[config.mk]
export PLATFORM = sky130hd
export DESIGN_NAME = mem_port_arbiter
export DESIGN_NICKNAME = d
export VERILOG_FILES = /design/src/rtl/mem_arb_pkg.sv /design/src/rtl/arb_down_counter.sv /design/src/rtl/mem_port_arbiter.sv
export SDC_FILE = /design/constraint.sdc
export NUM_CORES = 1
export LEC_CHECK = 0
export BUFFER_PORTS_ARGS = -buffer_cell sky130_fd_sc_hd__buf_2
export CAP_MARGIN = 30
export CORE_MARGIN = 8
export CORE_UTILIZATION = 36
export DETAILED_ROUTE_END_ITERATION = 10
export GPL_ROUTABILITY_DRIVEN = 0
export PLACE_DENSITY = 0.68
export SETUP_SLACK_MARGIN = 0.5
export SYNTH_ARGS = -nofsm -noshare
export SYNTH_HDL_FRONTEND = slang
export SYNTH_SLANG_ARGS = --single-unit
[constraint.sdc]
create_clock -name clock -period 2.74 [get_ports clock]
set_input_delay 0.411 -clock clock [delete_from_list [all_inputs] [get_ports clock]]
set_output_delay 0.411 -clock clock [all_outputs]
set_load 0.005 [all_outputs]
[src/rtl/mem_arb_pkg.sv]
// mem_arb_pkg: shared types and constants for the memory port arbiter.
//   arb_state_t   : arbiter FSM state encoding (IDLE, ACCESS, DONE)
//   GNT_IF/GNT_DM : grant identifiers for the fetch and data requesters
//   WORD_W        : width of the external memory data/address word
package mem_arb_pkg;

    localparam int WORD_W = 16;

    typedef enum logic [1:0] {
        IDLE   = 2'd0,
        ACCESS = 2'd1,
        DONE   = 2'd2
    } arb_state_t;

    localparam logic GNT_IF = 1'b0;
    localparam logic GNT_DM = 1'b1;

endpackage

[src/rtl/arb_down_counter.sv]
// arb_down_counter: 4-bit loadable down-counter with zero flag.
//   clock    : rising-edge clock
//   rst      : asynchronous active-low reset, clears the count
//   load     : load load_val (has priority over dec)
//   load_val : value to load
//   dec      : decrement by one
//   count    : current count
//   zero     : count == 0
module arb_down_counter (
    input  logic       clock,
    input  logic       rst,
    input  logic       load,
    input  logic [3:0] load_val,
    input  logic       dec,
    output logic [3:0] count,
    output logic       zero
);

    always_ff @(posedge clock or negedge rst) begin
        if (!rst) begin
            count <= 4'd0;
        end else if (load) begin
            count <= load_val;
        end else if (dec) begin
            count <= count - 4'd1;
        end
    end

    assign zero = (count == 4'd0);

endmodule

[src/rtl/mem_port_arbiter.sv]
// mem_port_arbiter: shares one 16-bit fixed-latency memory port between
// instruction fetch and data load/store. Data wins by default; a starvation
// counter forces a fetch grant after STARVE_MAX consecutive data grants made
// while fetch was waiting.
//
// Ports:
//   clock, rst                     : clock, async active-low reset
//   if_req/if_addr/if_rdata/if_done: fetch requester
//   dm_req/dm_we/dm_addr/dm_wdata/dm_rdata/dm_done : data requester
//   mem_en/mem_we/mem_addr/mem_wdata/mem_rdata     : external memory port
//   pipe_hold                      : combinational hold to hazard logic
//   perf_hold_cnt, perf_starve_cnt : only with ARB_PERF_CNT_EN defined
//
// Build option ARB_PERF_CNT_EN: adds saturating counters of hold cycles and
// of forced fetch grants.
//
// state  | meaning
// IDLE   | waiting for a request; winner chosen and latched on exit
// ACCESS | memory transaction in flight, lat_cnt counting down
// DONE   | winner's done pulse is high this cycle
module mem_port_arbiter
    import mem_arb_pkg::*;
#(
    parameter int MEM_LAT    = 1,
    parameter int STARVE_MAX = 4
) (
    input  logic              clock,
    input  logic              rst,
    input  logic              if_req,
    input  logic [WORD_W-1:0] if_addr,
    output logic [WORD_W-1:0] if_rdata,
    output logic              if_done,
    input  logic              dm_req,
    input  logic              dm_we,
    input  logic [WORD_W-1:0] dm_addr,
    input  logic [WORD_W-1:0] dm_wdata,
    output logic [WORD_W-1:0] dm_rdata,
    output logic              dm_done,
    output logic              mem_en,
    output logic              mem_we,
    output logic [WORD_W-1:0] mem_addr,
    output logic [WORD_W-1:0] mem_wdata,
    input  logic [WORD_W-1:0] mem_rdata,
    output logic              pipe_hold
`ifdef ARB_PERF_CNT_EN
    ,
    output logic [15:0]       perf_hold_cnt,
    output logic [15:0]       perf_starve_cnt
`endif
);

    localparam logic [3:0] LAT_LOAD   = 4'(MEM_LAT - 1);
    localparam logic [3:0] STARVE_LIM = 4'(STARVE_MAX);

    arb_state_t state_q, state_d;
    logic       gnt_q;
    logic       grant;
    logic       capture;
    logic       force_if;
    logic       win_dm;
    logic [3:0] starve_cnt;
    logic [3:0] lat_cnt;
    logic       lat_zero;

    arb_down_counter u_lat_cnt (
        .clock    (clock),
        .rst      (rst),
        .load     (grant),
        .load_val (LAT_LOAD),
        .dec      ((state_q == ACCESS) && (lat_cnt != 4'd0)),
        .count    (lat_cnt),
        .zero     (lat_zero)
    );

    always_ff @(posedge clock or negedge rst) begin
        if (!rst) begin
            state_q <= IDLE;
        end else begin
            state_q <= state_d;
        end
    end

    always_comb begin
        state_d  = state_q;
        grant    = 1'b0;
        capture  = 1'b0;
        force_if = if_req && (starve_cnt == STARVE_LIM);
        win_dm   = dm_req && !force_if;
        case (state_q)
            IDLE: begin
                if (if_req || dm_req) begin
                    grant   = 1'b1;
                    state_d = ACCESS;
                end
            end
            ACCESS: begin
                if (lat_zero) begin
                    capture = 1'b1;
                    state_d = DONE;
                end
            end
            DONE:    state_d = IDLE;
            default: state_d = IDLE;
        endcase
    end

    always_ff @(posedge clock or negedge rst) begin
        if (!rst) begin
            gnt_q     <= GNT_IF;
            mem_en    <= 1'b0;
            mem_we    <= 1'b0;
            mem_addr  <= '0;
            mem_wdata <= '0;
            if_rdata  <= '0;
            dm_rdata  <= '0;
            if_done   <= 1'b0;
            dm_done   <= 1'b0;
        end else begin
            // mem_en is only ever set by the IDLE->ACCESS transition, so it is
            // high for exactly the first ACCESS cycle.
            mem_en  <= grant;
            if_done <= capture && (gnt_q == GNT_IF);
            dm_done <= capture && (gnt_q == GNT_DM);
            if (grant) begin
                gnt_q     <= win_dm ? GNT_DM : GNT_IF;
                mem_addr  <= win_dm ? dm_addr : if_addr;
                mem_we    <= win_dm && dm_we;
                mem_wdata <= win_dm ? dm_wdata : '0;
            end
            if (capture) begin
                if (gnt_q == GNT_IF) begin
                    if_rdata <= mem_rdata;
                end else if (!mem_we) begin
                    dm_rdata <= mem_rdata;
                end
            end
        end
    end

    always_ff @(posedge clock or negedge rst) begin
        if (!rst) begin
            starve_cnt <= 4'd0;
        end else if (grant) begin
            if (!win_dm) begin
                starve_cnt <= 4'd0;
            end else if (if_req && (starve_cnt != 4'hF)) begin
                starve_cnt <= starve_cnt + 4'd1;
            end
        end
    end

    assign pipe_hold = (if_req & ~if_done) | (dm_req & ~dm_done);

`ifdef ARB_PERF_CNT_EN
    // A forced grant is one where the override actually beat a pending data request.
    always_ff @(posedge clock or negedge rst) begin
        if (!rst) begin
            perf_hold_cnt   <= 16'd0;
            perf_starve_cnt <= 16'd0;
        end else begin
            if (pipe_hold && (perf_hold_cnt != 16'hFFFF)) begin
                perf_hold_cnt <= perf_hold_cnt + 16'd1;
            end
            if (grant && force_if && dm_req && (perf_starve_cnt != 16'hFFFF)) begin
                perf_starve_cnt <= perf_starve_cnt + 16'd1;
            end
        end
    end
`endif

endmodule
* Yosys cells after proc, flatten, opt, wreduce, memory -nomap -nowiden *
Cells that the tools add are included.

operators by class
  equality and inequality tests = 6
  bitwise gates (word level) = 7
  reduce and logical (&&, ||, !) cells = 17
  mux-type cells = 14
  add/sub/neg operators = 2

operators by type and width
  cell                   count
  $mux W16               2
  $mux W4                4
  $logic_and A1 B1 Y1    7
  $reduce_and A2 Y1      3
  $mux W1                5
  $add A4 B1 Y4 const B  1
  $eq A4 B3 Y1 const B   1
  $logic_not A4 Y1       1
  $mux W2                2
  $ne A2 B2 Y1 const B   2
  $ne A4 B4 Y1 const B   1
  $not A1 Y1             4
  $pmux W2 S2            1
  $reduce_bool A4 Y1     1
  $sub A4 B1 Y4 const B  1
  $reduce_and A3 Y1      1
  $and A1 B1 Y1          2
  $eq A2 B1 Y1 const B   1
  $logic_not A2 Y1       1
  $ne A2 B1 Y1 const B   1
  $reduce_bool A2 Y1     1
  $logic_not A1 Y1       1
  $logic_or A1 B1 Y1     1
  $or A1 B1 Y1           1

storage, ports and cells
  logic and storage cells = 58
  output and inout bits = 69
  bits of input ports = 69
  register bits after elaboration = 79

* Longest topological paths before layout *
Gate-level depths: netlist of the first run.

  depth in word-level cells = 6
  depth in mapped cells = 7
  depth with buffers taken out = 6

* Modules after synthesis *
From an unflattened synthesis of the first run, not the netlist that was laid out.

unflattened totals
  cells, all modules = 270
  area total of the unflattened synthesis = 3,493.4 µm²

modules (own cells, without submodules)
  module            times used  cells each  seq. area each (µm²)  area an instance (µm²)
  mem_port_arbiter  1           249         1,876.8               3,263.1
  arb_down_counter  1           21          100.1                 230.2

* Least setup slack after synthesis of the first run *
No wires, ideal clock.

  kind = reg-to-reg
  start point = register u_lat_cnt.count[0]
  end point = register if_rdata[10]
  path slack = 1.126 ns
  arrival time = 1.489 ns
  buffers on the path = 2
  setup time = 0.125 ns
  cell stages (with the launch flop) = 8
  cells stage by stage = dfrtp_1 inv_1 ha_1 and3_4 nor2b_4 buf_6 buf_12 mux2_4

between the ends
  word-level cells in the longest chain between the ends = 4

ends and longest elaborated chain
  item                                RTL line                 text
  from (decl)                         arb_down_counter.sv:15   output logic [3:0] count,
  from (signal assigned)              arb_down_counter.sv:23   count <= load_val;
  from (signal assigned)              arb_down_counter.sv:25   count <= count - 4'd1;
  $logic_not A4 Y1                    arb_down_counter.sv:29   assign zero = (count == 4'd0);
  $mux W1                             mem_port_arbiter.sv:97   if (lat_zero) begin
  $mux W1                             mem_port_arbiter.sv:89   case (state_q)
  $reduce_and A2 Y1 (no source line)  n/a
  to (signal assigned)                mem_port_arbiter.sv:132  if_rdata <= mem_rdata;
  to (decl)                           mem_port_arbiter.sv:31   output logic [WORD_W-1:0] if_rdata,

Every way passes these cells.
A chain may end at the register's enable or synchronous reset.

* Worst setup path after layout of the first run *
  start point = register u_lat_cnt.count[0]
  end point = register if_rdata[3]

Same word-level chain as after synthesis.

==> results of run 1 <==
-- worst paths after layout --
path	to	slack, ns	from
min reg2reg	mem_addr[9]	0.48	mem_addr[9]
min in group clock	mem_wdata[8]	0.29	dm_wdata[8]
max in group asynchronous	starve_cnt[3]	2.14	rst
max reg2reg	if_rdata[3]	0.78	u_lat_cnt.count[0]
min	mem_wdata[0]	-0.002	rst
max	if_rdata[3]	0.78	u_lat_cnt.count[0]
-- power groups by stage --
| stage | logic [mW] | clock network, mW | registers, mW |
|---|---|---|---|
| after floorplan | 1.06 | 0 | 2.05 |
| after global routing | 2.04 | 0.828 | 2.07 |
| final | 1.79 | 0.748 | 2.00 |
| after detailed placement | 1.85 | 0 | 2.02 |
| after global placement | 1.80 | 0 | 2.00 |
| after CTS | 1.85 | 0.780 | 2.01 |
-- Yosys cell counts (2+ instances only) --
cell type	count	area, µm²
buf_2	3	15.01
inv_1	7	26.28
nor2_1	6	22.52
nand2_1	60	225.2
clkbuf_1	6	22.52
buf_6	3	33.78
mux2_2	24	270.3
ha_1	4	50.05
nand3_1	2	10.01
dfrtp_1	79	1977
buf_4	2	15.01
mux2i_1	18	180.2
o21ai_0	34	170.2
mux2_4	9	135.1
nand4_1	3	18.77
-- final cells by class --
class	instances	area, µm²
Clock buffer	9	123.9
Clock inverter	6	36.28
Fill cell	873	4888
Inverter	7	26.28
Multi-Input combinational cell	180	1282
Sequential cell	79	1977
Tap cell	111	138.9
Timing Repair Buffer	140	723.2
-- critical path, cell delays in order (launching register included) --
cell and delay [ns]:
dfrtp_1 0.41, inv_1 0.09, ha_1 0.16, and3_4 0.21
nor2b_4 0.57, mux2_2 0.41
-- state kept, by name, indices dropped and copies added, names as in the netlist --
name	cells
dm_rdata	16
mem_wdata	16
mem_addr	16
if_rdata	16
u_lat_cnt.count	4
mem_en	1
state_q	2
dm_done	1
mem_we	1
if_done	1
gnt_q	1
starve_cnt	4
-- cells by family (layout without fill, tap and decap cells) --
logic type,Yosys count,in the layout,share of synthesized area (%)
and+or+nand+nor,80,80,10.91
DFF,79,79,58.41
muxes,52,52,17.63
AOI/OAI and AO/OA,43,43,7.394
buffers and inverters,22,162,3.918
adders and majority gates,4,4,1.479
xor gates and xnor gates,1,1,0.2588
-- stage by stage --
stage / hold slack (ns) / setup slack (ns) / instance area, µm²
detailed placement: 0.3906 / 0.7729 / 4148
global placement: 0.3839 / 0.8088 / 4148
CTS: 0.007265 / 0.7594 / 4308
floorplan: 0.1154 / 1.126 / 3385
finish: -0.002307 / 0.7806 / 4308
global route: 0.01530 / 0.5787 / 4308
-- routing by layer --
layer  vias to the layer above  part of all wire, %  track usage [%]
met5                         -                    0                0
met4                         0                  1.6            5.151
met3                        13                  8.3            5.325
met2                        85                   49            21.79
met1                      1200                   41            14.68
li1                       1218                    -                -
==> summary.md, run 1 <==
| Metric | Value |
|---|---|
| Outcome | `finished, violations left` |
| Failing checks | `negative hold slack` |
| Clk slew on worst S/H paths | `0.08 ns` |
| Prevailing post-synth register cell | `dfrtp_1` |
| Overall Global Routing Usage | `13.09%` |
| Internal | `2.960 mW` |
| Clock power share | `16.5%` |
| Combinational power share | `39.5%` |
| Remaining DRCs | `0` |
| H-tree depth | `3` |
| Root buf cell | `clkbuf_8` |
| DRT Wirelength | `8.020 mm` |
| Post-CTS setup buffers | `0` |
| EDFF count, synth | `0` |
| Crit. End Element | `register` |
| Worst Hold Class | `primary input to asynchronous set/reset pin` |
| CTS tree | `built` |
| Distinct cells, synth | `36` |
| Fin crit share | `71.51%` |
| Initial Util | `36.80%` |
| Pwr Density | `1054 nW/µm²` |
| Die height | `113.0 µm` |
| Final Hold Vio Count | `1` |
| Via-to-Cell Ratio | `4.729` |
| Share of cells above drive strength 1 | `46.79%` |
| Worst VDD drop | `0.3597 mV` |
| Crit Path Class | `register to register` |
| CTS Hold Bufs | `0` |
| Die extent in x | `113.0 µm` |
| Worst Reg2Reg Path Length in Cells | `5` |
| Post_cts resized | `0` |
| RSZ-0062 raised after global routing | `false` |
| Vias after detailed routing | `2516` |
| Net switching power | `1.582 mW` |
| Max-cap violation count | `0` |
| Sequential Power Share | `44.0%` |
| Placed Cells | `517` |
| Num ports | `138` |
| Routed wire per std cell | `15.08 µm` |
| Switching share of power | `34.83%` |
| ANT nets after route | `0` |
| Netlist Area Pre-Place | `3384 µm²` |
| Worst setup SP type | `register` |
| Skew-Pair Late Insertion Delay | `0.35 ns` |
| Synthesis-stage register bit count | `79` |
| Final std cells w/o fill | `532` |
| Commonest non-fill, non-tap cell in the layout | `buf_2` |
| Sequential cell area fraction in the yosys report | `58.41%` |
| Most frequent cells in the layout | `buf_2 (136), dfrtp_1 (79), nand2_1 (60), o21ai_0 (34), mux2_2 (24)` |
| Clock sinks | `79` |
| Largest net degree at the start of global routing | `55` |
| Drt first pass iters | `4` |
| Die area | `12760 µm²` |
| Syn nets | `354` |
| Total CTS buffers | `9` |
| P&R area growth vs syn | `27.28%` |
| 1st-iter DRT viols | `87` |
| Antenna diode count | `0` |
| Final min period | `1.959 ns` |
| Worst-path maximum fanout | `17` |
| Final net count | `490` |
| Total power | `4.541 mW` |
| Number of global-route vias before repair | `2811` |
| Core ar. | `9196 µm²` |
| Synth Warn # | `0` |
| Gr ovfl total | `0` |
| Pins Over Slew Limit | `0` |
| Row count | `35` |
| Fmax | `510.4 MHz` |
| Synth async-reset ratio | `100.0%` |
| Final core utilization | `46.84%` |
| CP required | `2.97 ns` |
| Worst-Margin Slew | `0.6464 ns` |
| DP Wirelength | `5.954 mm` |
| Clock skew | `0.01578 ns` |
| Port-buffer cells | `137` |
| Clock Path Buffers | `2` |
| Arr. time, crit path | `2.19 ns` |
| Initial antenna violation count | `0` |
| Leakage dissipation | `2.230 nW` |
| Setup TNS | `0 ns` |
| Syn Inst Count | `281` |
| Syn Area/Cell | `12.04 µm²` |
| Global-route wire length before repair | `13.56 mm` |
| Slew headroom | `56.81%` |
| Hold WS | `-0.002307 ns` |
| Final setup fails | `0` |
Note: power is estimated with default switching activity, not from simulation.
==> inputs of run 2 (changes only) <==
==> constraint.sdc (replaced) <==
create_clock -name clock -period 1.9 [get_ports clock]
set_input_delay 0.285 -clock clock [delete_from_list [all_inputs] [get_ports clock]]
set_output_delay 0.285 -clock clock [all_outputs]
set_load 0.005 [all_outputs]
==> summary.md, run 2 (same netlist as run 1, synthesis figures left out) <==
| Metric | Value |
|---|---|
| Leakage dissipation | `2.528 nW (+13%)` |
| Drt first pass iters | `4 (unchanged)` |
| Initial Util | `36.80% (unchanged)` |
| Gr ovfl total | `0 (unchanged)` |
| Remaining DRCs | `0 (unchanged)` |
| Largest net degree at the start of global routing | `47 (-15%)` |
| Fin crit share | `86.78% (+15 points)` |
| Setup TNS | `0 ns (unchanged)` |
| Area of the multi-input gates | `1399 µm² (+9.1%)` |
| Final setup fails | `0 (unchanged)` |
| Pwr Density | `1523 nW/µm² (+44%)` |
| Final min period | `1.649 ns (-0.3105 ns)` |
| P&R area growth vs syn | `45.03%` |
| Clock Path Buffers | `2 (unchanged)` |
| Via-to-Cell Ratio | `4.724 (-0.12%)` |
| Worst-Margin Slew | `0.4603 ns (-0.1862 ns)` |
| Crit path max-delay family | `flip-flops` |
| Final std cells w/o fill | `568 (+6.8%)` |
| Internal | `4.871 mW (+65%)` |
| Max-cap violation count | `0 (unchanged)` |
| Worst Path Buf+Inv | `3 (+2)` |
| DP Wirelength | `6.096 mm (+2.4%)` |
| Worst Hold Class | `primary input to register` |
| DRT Wirelength | `8.963 mm (+12%)` |
| Arr. time, crit path | `1.88 ns (-0.31 ns)` |
| Skew-Pair Late Insertion Delay | `0.35 ns (about the same)` |
| Combinational power share | `44.6% (+5.1 points)` |
| Row count | `35 (unchanged)` |
| Vias after detailed routing | `2683 (+6.6%)` |
| Fmax | `606.5 MHz (+19%)` |
| RSZ-0062 raised after global routing | `true` |
| Die height | `113.0 µm (unchanged)` |
| Final net count | `525 (+7.1%)` |
| R2R Setup Slk | `0.25 ns (-0.53 ns)` |
| Antenna diode count | `0 (unchanged)` |
| Core ar. | `9196 µm² (unchanged)` |
| Root buf cell | `clkbuf_8` |
| Commonest non-fill, non-tap cell in the layout | `buf_2` |
| CP max-delay cell | `dfrtp_1` |
| 1st-iter DRT viols | `79 (-9.2%)` |
| CTS tree | `built` |
| Clk slew on worst S/H paths | `0.09 ns (about the same)` |
| Outcome | `completed` |
| Met3 usage in global routing | `4.579% (-0.75 points)` |
| Global-route wire length before repair | `14.68 mm (+8.2%)` |
| Clock sinks | `79 (unchanged)` |
| ANT nets after route | `0 (unchanged)` |
| Crit Path Class | `register to register` |
| Net switching power | `2.603 mW (+65%)` |
| Overall Global Routing Usage | `14.25% (+1.2 points)` |
| Met1 Track Usage GR | `17.05% (+2.4 points)` |
| Total CTS buffers | `9 (unchanged)` |
| Crit-path max cell delay | `0.41 ns (-0.16 ns)` |
| Sequential Power Share | `39.2% (-4.8 points)` |
| Port-buffer cells | `137 (unchanged)` |
| Seq. cell area | `1978 µm² (about the same)` |
| Num ports | `138 (unchanged)` |
| Number of global-route vias before repair | `2907 (+3.4%)` |
| Most frequent cells in the layout | `buf_2 (136), dfrtp_1 (78), nand2_1 (58), mux2_4 (19)` |
| Layer with the highest usage | `met2` |
| Share of cells above drive strength 1 | `53.83% (+7.0 points)` |
| Switching share of power | `34.83% (about the same)` |
| Die extent in x | `113.0 µm (unchanged)` |
| Met2 Use GR | `23.74% (+2.0 points)` |
| Initial antenna violation count | `0 (unchanged)` |
| Slew headroom | `69.32% (+13 points)` |
| Clock power share | `16.1% (-0.4 points)` |
| Final Hold Vio Count | `0 (-1)` |
| Die area | `12760 µm² (unchanged)` |
| Crit-path cells | `inv_2, ha_4, and3_4, nor2b_4, buf_6, buf_16, mux2_4` |
| Placed Cells | `522 (+0.97%)` |
| Clock skew | `0.01086 ns (-0.004924 ns)` |
| Crit. End Element | `register` |
| Pins Over Slew Limit | `0 (unchanged)` |
| Routed wire per std cell | `15.78 µm (+4.7%)` |
| Worst setup SP type | `register` |
| Worst-path maximum fanout | `8 (-9)` |
| Worst VDD drop | `0.5254 mV (+46%)` |
| Filler Cell Count | `797 (-8.7%)` |
| H-tree depth | `3 (unchanged)` |
| CP required | `2.13 ns (-0.84 ns)` |
## run 2: cell count changes in the layout (fill, tap and decap cells not counted), moves of 9 or more
cell     before  now
mux2_4        9   19
buf_6         0   10
mux2_2       24   15
o21ai_0      34   17
buf_4         3   17
o21ai_1       0   17
## run 2: final timing paths
path,from,end,cells after the start
setup / recovery,u_lat_cnt.count[1],if_rdata[13],7
hold / removal,dm_wdata[2],mem_wdata[2],3
setup reg to reg,u_lat_cnt.count[1],if_rdata[13],7
hold reg to reg,mem_addr[9],mem_addr[9],2
max in group asynchronous,rst,starve_cnt[3],3
min in group asynchronous,rst,mem_addr[8],2
## run 2: what timing repair did
item | in CTS | in global routing
setup buffers | 15 | 7
resized for setup | 32 | 13
pin swaps | 3 | 0
endpoints found under the setup margin | 60 | 74
hold buffers | 1 | 0
hold endpoints to repair | 33 | 0
gates cloned | 7 | 0
## run 2: layout make-up
cell class,count,share of cell area (%)
sequential,79,40.30
multi-input combinational,181,28.50
timing repair buffer,174,23.96
tap,111,2.829
clock buffer,10,2.804
clock inverter,6,1.071
inverter,7,0.5353
## run 2: through the flow
stage	area (µm²)	worst slack, ns	utilization [%]	hold slack [ns]	power, mW
after floorplan	3395	0.2856	-	-0.01059	4.514
after global placement	4215	0.2880	45.84	0.2596	5.629
after detailed placement	4215	0.2219	45.84	0.2621	5.746
after CTS	4822	0.2627	52.44	0.1458	7.426
after global routing	4908	0.1797	53.37	0.1562	8.017
final	4908	0.2511	53.37	0.1705	7.475
## run 2: power by group through the flow
stage | logic (mW) | clock network [mW] | registers [mW]
2_1_floorplan | 1.56 | 0 | 2.95
3_3_place_gp | 2.71 | 0 | 2.92
3_5_place_dp | 2.82 | 0 | 2.93
4_1_cts | 3.26 | 1.25 | 2.92
5_1_grt | 3.69 | 1.31 | 3.02
6_report | 3.34 | 1.21 | 2.93
## run 2: worst min-delay path: cells and delay by family
family / cells / cell delay (ns)
AO/OA/AOI/OAI: 1 / 0.06
AND/OR/NAND/NOR: 1 / 0.04
buffers and inverters: 1 / 0.09
## run 2: routing by layer
metal	wire, µm	share of wire, %
met2	4581	51
met3	493	5.5
met1	3800	42
met4	87	0.97
met5	0	0
